**src/rtl/logic16_pipe.sv**
```systemverilog
// Two-stage AND/OR/XOR/NOR responder with zero flag and completed-transaction counter; optional parity via LOGIC16_PARITY_EN.
// Latency: 2 cycles from input fire to out_valid when S2 is free; 1 txn/cycle sustained.
// Backpressure: out_ready low stalls S2, then S1; in_ready depends on out_ready, never on in_valid.
module logic16_pipe #(
    parameter int WIDTH = 16,
    parameter int CNT_W = 16
) (
    input  logic             clk,
    input  logic             rst,
    input  logic             in_valid,
    output logic             in_ready,
    input  logic [WIDTH-1:0] x,
    input  logic [WIDTH-1:0] y,
    input  logic [1:0]       op,
    output logic             out_valid,
    input  logic             out_ready,
    output logic [WIDTH-1:0] out,
    output logic             zero,
`ifdef LOGIC16_PARITY_EN
    output logic             parity,
`endif
    output logic [CNT_W-1:0] txn_cnt
);

    logic             v1_q, v1_d;
    logic [WIDTH-1:0] x1_q, x1_d;
    logic [WIDTH-1:0] y1_q, y1_d;
    logic [1:0]       op1_q, op1_d;
    logic             v2_q, v2_d;
    logic [WIDTH-1:0] res2_q, res2_d;
    logic             zero2_q, zero2_d;
    logic [CNT_W-1:0] cnt_q, cnt_d;
`ifdef LOGIC16_PARITY_EN
    logic             par2_q, par2_d;
`endif

    logic             adv2;
    logic             in_fire;
    logic             out_fire;
    logic [WIDTH-1:0] res_c;

    assign adv2     = !v2_q || out_ready;
    assign in_ready = !v1_q || adv2;
    assign in_fire  = in_valid && in_ready;
    assign out_fire = v2_q && out_ready;

    always_comb begin
        res_c = '0;
        case (op1_q)
            2'b00:   res_c = x1_q & y1_q;
            2'b01:   res_c = x1_q | y1_q;
            2'b10:   res_c = x1_q ^ y1_q;
            default: res_c = ~(x1_q | y1_q);
        endcase
    end

    always_comb begin
        v1_d    = v1_q;
        x1_d    = x1_q;
        y1_d    = y1_q;
        op1_d   = op1_q;
        v2_d    = v2_q;
        res2_d  = res2_q;
        zero2_d = zero2_q;
        cnt_d   = cnt_q;
`ifdef LOGIC16_PARITY_EN
        par2_d  = par2_q;
`endif
        // S1 drains into S2 whenever S2 advances; a new input refills it in the same cycle.
        if (in_fire) begin
            v1_d  = 1'b1;
            x1_d  = x;
            y1_d  = y;
            op1_d = op;
        end else if (adv2) begin
            v1_d  = 1'b0;
        end
        if (adv2) begin
            v2_d = v1_q;
            if (v1_q) begin
                res2_d  = res_c;
                zero2_d = (res_c == '0);
`ifdef LOGIC16_PARITY_EN
                par2_d  = ^res_c;
`endif
            end
        end
        if (out_fire) begin
            cnt_d = cnt_q + 1'b1;
        end
    end

    always_ff @(posedge clk) begin
        if (rst) begin
            v1_q    <= 1'b0;
            x1_q    <= '0;
            y1_q    <= '0;
            op1_q   <= 2'b00;
            v2_q    <= 1'b0;
            res2_q  <= '0;
            zero2_q <= 1'b1;
            cnt_q   <= '0;
`ifdef LOGIC16_PARITY_EN
            par2_q  <= 1'b0;
`endif
        end else begin
            v1_q    <= v1_d;
            x1_q    <= x1_d;
            y1_q    <= y1_d;
            op1_q   <= op1_d;
            v2_q    <= v2_d;
            res2_q  <= res2_d;
            zero2_q <= zero2_d;
            cnt_q   <= cnt_d;
`ifdef LOGIC16_PARITY_EN
            par2_q  <= par2_d;
`endif
        end
    end

    assign out_valid = v2_q;
    assign out       = res2_q;
    assign zero      = zero2_q;
    assign txn_cnt   = cnt_q;
`ifdef LOGIC16_PARITY_EN
    assign parity    = par2_q;
`endif

endmodule
```
**config.mk**
```make
export PLATFORM = sky130hd
export DESIGN_NAME = logic16_pipe
export DESIGN_NICKNAME = d
export VERILOG_FILES = /design/src/rtl/logic16_pipe.sv
export SDC_FILE = /design/constraint.sdc
export NUM_CORES = 1
export LEC_CHECK = 0
export CAP_MARGIN = 20
export CORE_UTILIZATION = 25
export DETAILED_ROUTE_END_ITERATION = 8
export PLACE_DENSITY = 0.43
export SLEW_MARGIN = 10
export SYNTH_ARGS = -nofsm -noshare
export SYNTH_HDL_FRONTEND = slang
export SYNTH_SLANG_ARGS = --single-unit
```
**constraint.sdc**
```tcl
create_clock -name clk -period 2.4 [get_ports clk]
set_clock_uncertainty 0.1 [all_clocks]
set_input_delay 0.48 -clock clk [delete_from_list [all_inputs] [get_ports clk]]
set_output_delay 0.48 -clock clk [all_outputs]
set_load 0.05 [all_outputs]
```
# == Yosys cells after proc, flatten, opt, wreduce, memory -nomap -nowiden ==
# Cells that the tools add are included.
# totals
register_bits,69
in_bits,38
wordCells,28
# classes
addsub,1
eq_ne,2
n_mux,3
bitwise_logic,4
reduce_logical,10
# ops
operator,n
$pmux W16 S3,1
$add A16 B1 Y16 const B,1
$and A16 B16 Y16,1
$logic_not A16 Y1,1
$not A16 Y16,1
$or A16 B16 Y16,1
$xor A16 B16 Y16,1
$eq A2 B1 Y1 const B,1
$eq A2 B2 Y1 const B,1
$logic_and A1 B1 Y1,2
$logic_not A1 Y1,2
$logic_not A2 Y1,1
$logic_or A1 B1 Y1,2
$mux W1,2
$reduce_and A2 Y1,1
$reduce_bool A2 Y1,1

# == Depth between registers and ports, before layout ==
# logic_depth
depth_word,5
depth_mapped,7
mapped_depth_nobuf,7

# == Worst setup path before layout ==
# No wires, ideal clock.
# synth_timing
path_kind,flip-flop to flip-flop
startpoint,reg v2_q (netlist: out_valid)
endpoint,reg y1_q[10]
setup_time_ns,0.133
t_arrival_ns,2.097
required_ns,2.167
setup_slack_ns,0.070
path_stages_with_launch,8
cell_sequence,dfxtp_1 nor2b_1 nand2_1 and2_1 clkbuf_1 clkbuf_1 nand2_1 a21oi_1
# synth_via
elab_chain_cells,4
# synth_rtl
element,line,text
"start, declared",29,"logic v2_q, v2_d;"
"start signal, assigned",111,v2_q <= v2_d;
$logic_not A1 Y1,42,assign adv2 = !v2_q || out_ready;
$logic_or A1 B1 Y1,42,
$logic_or A1 B1 Y1,43,assign in_ready = !v1_q || adv2;
net in_ready,11,"output logic in_ready,"
$logic_and A1 B1 Y1,44,assign in_fire = in_valid && in_ready;
"end signal, assigned",109,y1_q <= y1_d;
"end, declared",27,"logic [WIDTH-1:0] y1_q, y1_d;"
# The timed path passes the listed nets, and every way through them passes these cells.
# A chain may end at the register's enable or synchronous reset.

# == Worst setup path after layout ==
# layout_timing
startpoint,reg cnt_q[7] (netlist: txn_cnt[7])
endpoint,out txn_cnt[7]
# layout_rtl
element,line,text
"start, declared",32,"logic [CNT_W-1:0] cnt_q, cnt_d;"
"start signal, assigned",114,cnt_q <= cnt_d;
"end, declared",22,output logic [CNT_W-1:0] txn_cnt
# No word-level cell between the ends.

==> key figures <==
Status
  – Run status: finished clean

Global routing
  – Antenna violations before repair: 0
  – First-pass GRT wire length: 14800 um
  – GRT overflow: 0
  – GRT Overall Usage: 0.130
  – Largest net degree at the start of global routing: 35
  – Number of global-route vias before repair: 2965

Critical path
  – Slowest CP cell: clkdlybuf4s50_1
  – CP Depth: 1
  – Worst Path Buf+Inv: 1
  – Reg2Reg Depth: 5
  – Critical path type: flop to primary output
  – CP peak stage delay: 0.83 ns
  – Critical path arrival: 1.59 ns
  – Startpoint types: flop
  – Worst EP required: 1.82 ns
  – Crit-path cells: clkdlybuf4s50_1
  – Crit path capture type: primary output
  – Top Family by Delay on Critical Path: buffers and inverters
  – Max FO, Critical Path: 6

Yosys
  – Largest cells by area after synthesis: dfxtp_1 39%, ha_1 12%, nand2_1 8.4%
  – Synth Instances: 445
  – Synthesized Nets: 516
  – Seq cells post-synth: 69
  – Syn_area_per_cell: 7.99 um^2
  – Synth cell types: 34
  – Register area share after synthesis: 0.388
  – Synth warn: 0
  – Share of the synthesized area in the top cell type: 0.388
  – Area leader, netlist: dfxtp_1
  – Post-Syn Area: 3560 um^2

Die
  – Initial core utilization: 0.256
  – Die ar.: 14700 um^2
  – Die extent in x: 121 um
  – Site row count: 43
  – Die height: 121 um
  – Io pins: 73
  – Core area: 13900 um^2

CTS
  – PostCTS Resize Cnt: 0
  – TritonCTS Buffers: 9
  – Post-CTS setup buffers: 0
  – CTS clk-pin slew, worst paths: 0.06 ns
  – Max clock buf depth: 2
  – Clock sinks: 69
  – # hold bufs at CTS: 0
  – Clock latency on the worst-skew pair: 0.33 ns
  – CTS H-tree depth: 3
  – CTS tree: done
  – Root buffer cell: clkbuf_16

Place
  – Detailed Place HPWL: 6340 um
  – IO buf count: 72
  – Dpl ws: -0.0727 ns
  – DP Area: 4550 um^2
  – GPL Wtd Cong: 0.740
  – Post-Place Cells: 686

STA
  – Min Hold Slack: 0.363 ns
  – Fmax: 462 MHz
  – Slew headroom: 0.513
  – Final Setup Violations: 0
  – Final worst setup slack: 0.234 ns
  – Slew @ Worst Pin: 0.730 ns
  – Final max-slew violation count: 0
  – Crit path time final: 2.17 ns
  – RSZ-0062 raised after global routing: no
  – Sum Neg Setup Slack: 0 ns
  – Fin crit share: 0.902
  – Endpoints failing hold: 0

Run
  – Max Cap Viol: 0

Hold path
  – Worst hold path class: flop to flop
  – Worst hold path stage count: 2

Routing
  – Vias: 3047
  – Avg Vias per Cell: 4.33
  – DRT iter0 DRCs: 125
  – DR WL/cell: 12.5 um
  – # DRC: 0
  – Drt pass-1 iters: 5
  – Routed Antenna Nets: 0
  – Routed wire length: 8760 um

Pwr
  – PD cells: 653 nW/um^2
  – Peak supply drop: 0.276 mV
  – Seq pwr share: 0.391
  – Switch share: 0.261
  – Overall Power: 3.19 mW
  – P_sw: 0.831 mW
  – Logic gate share of total power: 0.154
  – Clk pwr share: 0.456
  – P_leak: 1.89 nW
  – Pint: 2.36 mW

Layout
  – Most common cell after layout, fill and taps aside: nand2_1
  – Nets: 589
  – Synth-to-Final Area Change: 37.2%
  – Ant diodes: 0
  – Filler Cells Inserted: 1455
  – Most frequent cells in the layout: 80 x nand2_1, 70 x clkdlybuf4s50_1, 69 x dfxtp_1
  – Design area: 4880 um^2
  – Core Util, Final: 0.352
  – Layout cells sized above 1: 0.0918
  – Post-Layout Cell Count: 703
layer usage:
metal  track usage  vias to the layer above  wire (um)
met2         0.188                       60       3600
met4        0.0509                        0        138
met3        0.0320                        9        331
met1         0.182                     1359       4690
met5             0                        -          0
li1              -                     1619          -
flip-flops by register name (all words and copies together), names as in the netlist:
register	count
out	16
txn_cnt	16
x1_q	16
y1_q	16
op1_q	2
out_valid	1
v1_q	1
zero	1
final cells by class:
cell class	instances	area, um^2	area share
well taps	180	225	0.0461
repair buffers	89	891	0.183
inverters	34	128	0.0261
clock buffers	10	239	0.0490
clock inverters	6	86.3	0.0177
flip-flops and latches	69	1380	0.283
multi-input cells	315	1930	0.396
cells by family (layout without fill, tap and decap cells):
kind of cell | after synthesis | after routing | synth area share
adder cells (fa/ha/maj) | 33 | 33 | 0.116
flip-flops | 69 | 69 | 0.388
AO/OA/AOI/OAI | 77 | 77 | 0.136
multiplexers | 13 | 13 | 0.0397
AND/OR/NAND/NOR | 177 | 177 | 0.214
XOR/XNOR | 15 | 15 | 0.0369
buffers and inverters | 61 | 139 | 0.0689
power by group through the flow:
stage | sequential, mW | combinational, mW | clock (mW)
after floorplan | 1.32 | 0.243 | 0
after global placement | 1.27 | 0.488 | 0
after detailed placement | 1.27 | 0.491 | 0
after CTS | 1.24 | 0.495 | 1.49
after global routing | 1.25 | 0.548 | 1.54
final | 1.24 | 0.490 | 1.45
cells in the mapped netlist (all sizes together):
library cell / number
a2111oi: 4
a211o: 1
a211oi: 22
a21oi: 43
a221oi: 1
and2: 1
and3: 2
and4: 2
buf: 5
clkbuf: 22
dfxtp: 69
ha: 33
inv: 34
mux2: 9
mux2i: 4
nand2: 80
nand2b: 1
nand3: 7
nand4: 6
nor2: 49
nor2b: 11
nor3: 16
o21ai: 3
o31ai: 3
or2: 2
xnor2: 4
xor2: 11
path summary, 6_finish.rpt:
path	from	to	slack, ns
min reg2reg	out[6]	out[6]	0.36
max	txn_cnt[7]	txn_cnt[7]	0.23
max reg2reg	op1_q[0]	zero	0.27
min	out[6]	out[6]	0.36
Note: power is estimated with default switching activity, not from simulation.
==> RTL edit: new RTL, same flow settings <==
Change the parameter `CNT_W` from 16 to 20.
--- a/src/rtl/logic16_pipe.sv
+++ b/src/rtl/logic16_pipe.sv
@@ -3,7 +3,7 @@
 // Backpressure: out_ready low stalls S2, then S1; in_ready depends on out_ready, never on in_valid.
 module logic16_pipe #(
     parameter int WIDTH = 16,
-    parameter int CNT_W = 16
+    parameter int CNT_W = 20
 ) (
     input  logic             clk,
     input  logic             rst,
Ports: changed (resized txn_cnt); port bits go from 73 to 77. The function was not compared with the original's and may differ.
==> RTL edit against the unedited design <==
First-iteration DRC count decreased by 4.8%; sequential power grew 6%; register-to-register slack better by 0.13 ns; sequential cell count increased by 4; worst setup slack worse by 0.047 ns; power decreased by 5.5%; synthesized area grew 8.0%; combinational power increased by 1%; cell area up 4.3%; via count rose by 7.1%; wire length rose by 7.8%; fmax down 2.1%; hold slack better by 0.0094 ns.
==> RTL edit: results (changes against the unedited design) <==
Routing:
- The average wire length per cell after detail routing is 12.9 um (was 12.5 um).
- The count of routing violations after the opening detailed-route iteration came to 119 (was 125).
- The routed length on met1 came to 4940 um (was 4690 um).
- The routed length on met2 is 4100 um (was 3600 um).

Logic synthesis:
- Top post-synthesis cells by area: sky130_fd_sc_hd__dfxtp_1, sky130_fd_sc_hd__ha_1, sky130_fd_sc_hd__nand2_1, sky130_fd_sc_hd__a21oi_1, sky130_fd_sc_hd__nor2_1 (unchanged).
- Most instantiated cells after synthesis: sky130_fd_sc_hd__nand2_1, sky130_fd_sc_hd__dfxtp_1, sky130_fd_sc_hd__nor2_1, sky130_fd_sc_hd__a21oi_1, sky130_fd_sc_hd__inv_1 (was sky130_fd_sc_hd__nand2_1, sky130_fd_sc_hd__dfxtp_1, sky130_fd_sc_hd__nor2_1, sky130_fd_sc_hd__a21oi_1).
- The number of nets produced by synthesis is 539 (was 516).
- The proportion of synthesized chip area in sequential cells was 38.0% (was 38.8%).

Placement:
- The number of input and output port buffers inserted is 76 (was 72).
- The weighted congestion at the end of routability-driven global placement is 0.776 (was 0.740).
- The cell area after placement came to 0.00483 sq mm (was 0.00455 sq mm).

Pwr:
- The peak supply drop came to 0.000317 V (was 0.000276 V).
- The areal power density over the cells came to 591 mW/mm^2 (was 653 mW/mm^2).
- The power in sequential cells came to 0.00131 W (was 0.00124 W).
- The switching power is 0.000809 W (was 0.000831 W).
- The power dissipated in the clock network is 0.00120 W (was 0.00145 W).

Global route:
- The met2 track utilization from global routing came to 18.8% (about the same).
- The met3 usage is 2.97% (was 3.20%).
- The via count of the first global-routing pass came to 3095 (was 2965).
- The maximum number of pins on one net before global-route repair is 38 (was 35).
- The first-pass GRT wire length came to 15800 um (was 14800 um).
- The global-route total usage across every layer is 12.8% (was 13.0%).

Worst hold path:
- The worst min-delay path startpoint is x1_q[12] (was out[6]).
- The endpoint of the worst hold path is x1_q[12] (was out[6]).

Setup path:
- The delay of the slowest cell on the worst path is 0.85 ns (was 0.83 ns).
- The arrival time at the worst endpoint came to 1.63 ns (was 1.59 ns).
- The critical path launch point is txn_cnt[4] (was txn_cnt[7]).
- The source of the worst register-to-register timing path is op1_q[1] (was op1_q[0]).
- The register-to-register setup slack is 0.40 ns (was 0.27 ns).

Status:
- Outcome: complete, no violations (unchanged).

Finish:
- The register cell area after layout was 0.00146 sq mm (was 0.00138 sq mm).

Timing:
- The actual transition at the worst max-transition pin is 0.631 ns (was 0.730 ns).
RTL edit: cells by family (layout without fill, tap and decap cells):
group | count (synthesis) | after routing | synth area share (%)
buffers and inverters | 65 | 143 | 7.07
AOI/OAI and AO/OA | 86 | 86 | 14.1
muxes | 15 | 15 | 4.50
adders and majority gates | 33 | 33 | 10.7
and+or+nand+nor | 181 | 181 | 22.2
xor gates and xnor gates | 15 | 15 | 3.42
DFF | 73 | 73 | 38.0
RTL edit: cell type report:
type / count / share of cell area, %
multi-input combinational: 330 / 41.4
timing repair buffer: 91 / 17.5
sequential: 73 / 28.7
tap: 184 / 4.52
inverter: 37 / 2.73
clock buffer: 11 / 4.77
clock inverter: 4 / 0.393
RTL edit: metrics by stage:
stage | hold slack, ns | cells
2_1_floorplan | 0.353 | 468
3_3_place_gp | 0.364 | 715
3_5_place_dp | 0.368 | 715
4_1_cts | 0.375 | 730
5_1_grt | 0.393 | 730
6_report | 0.373 | 730
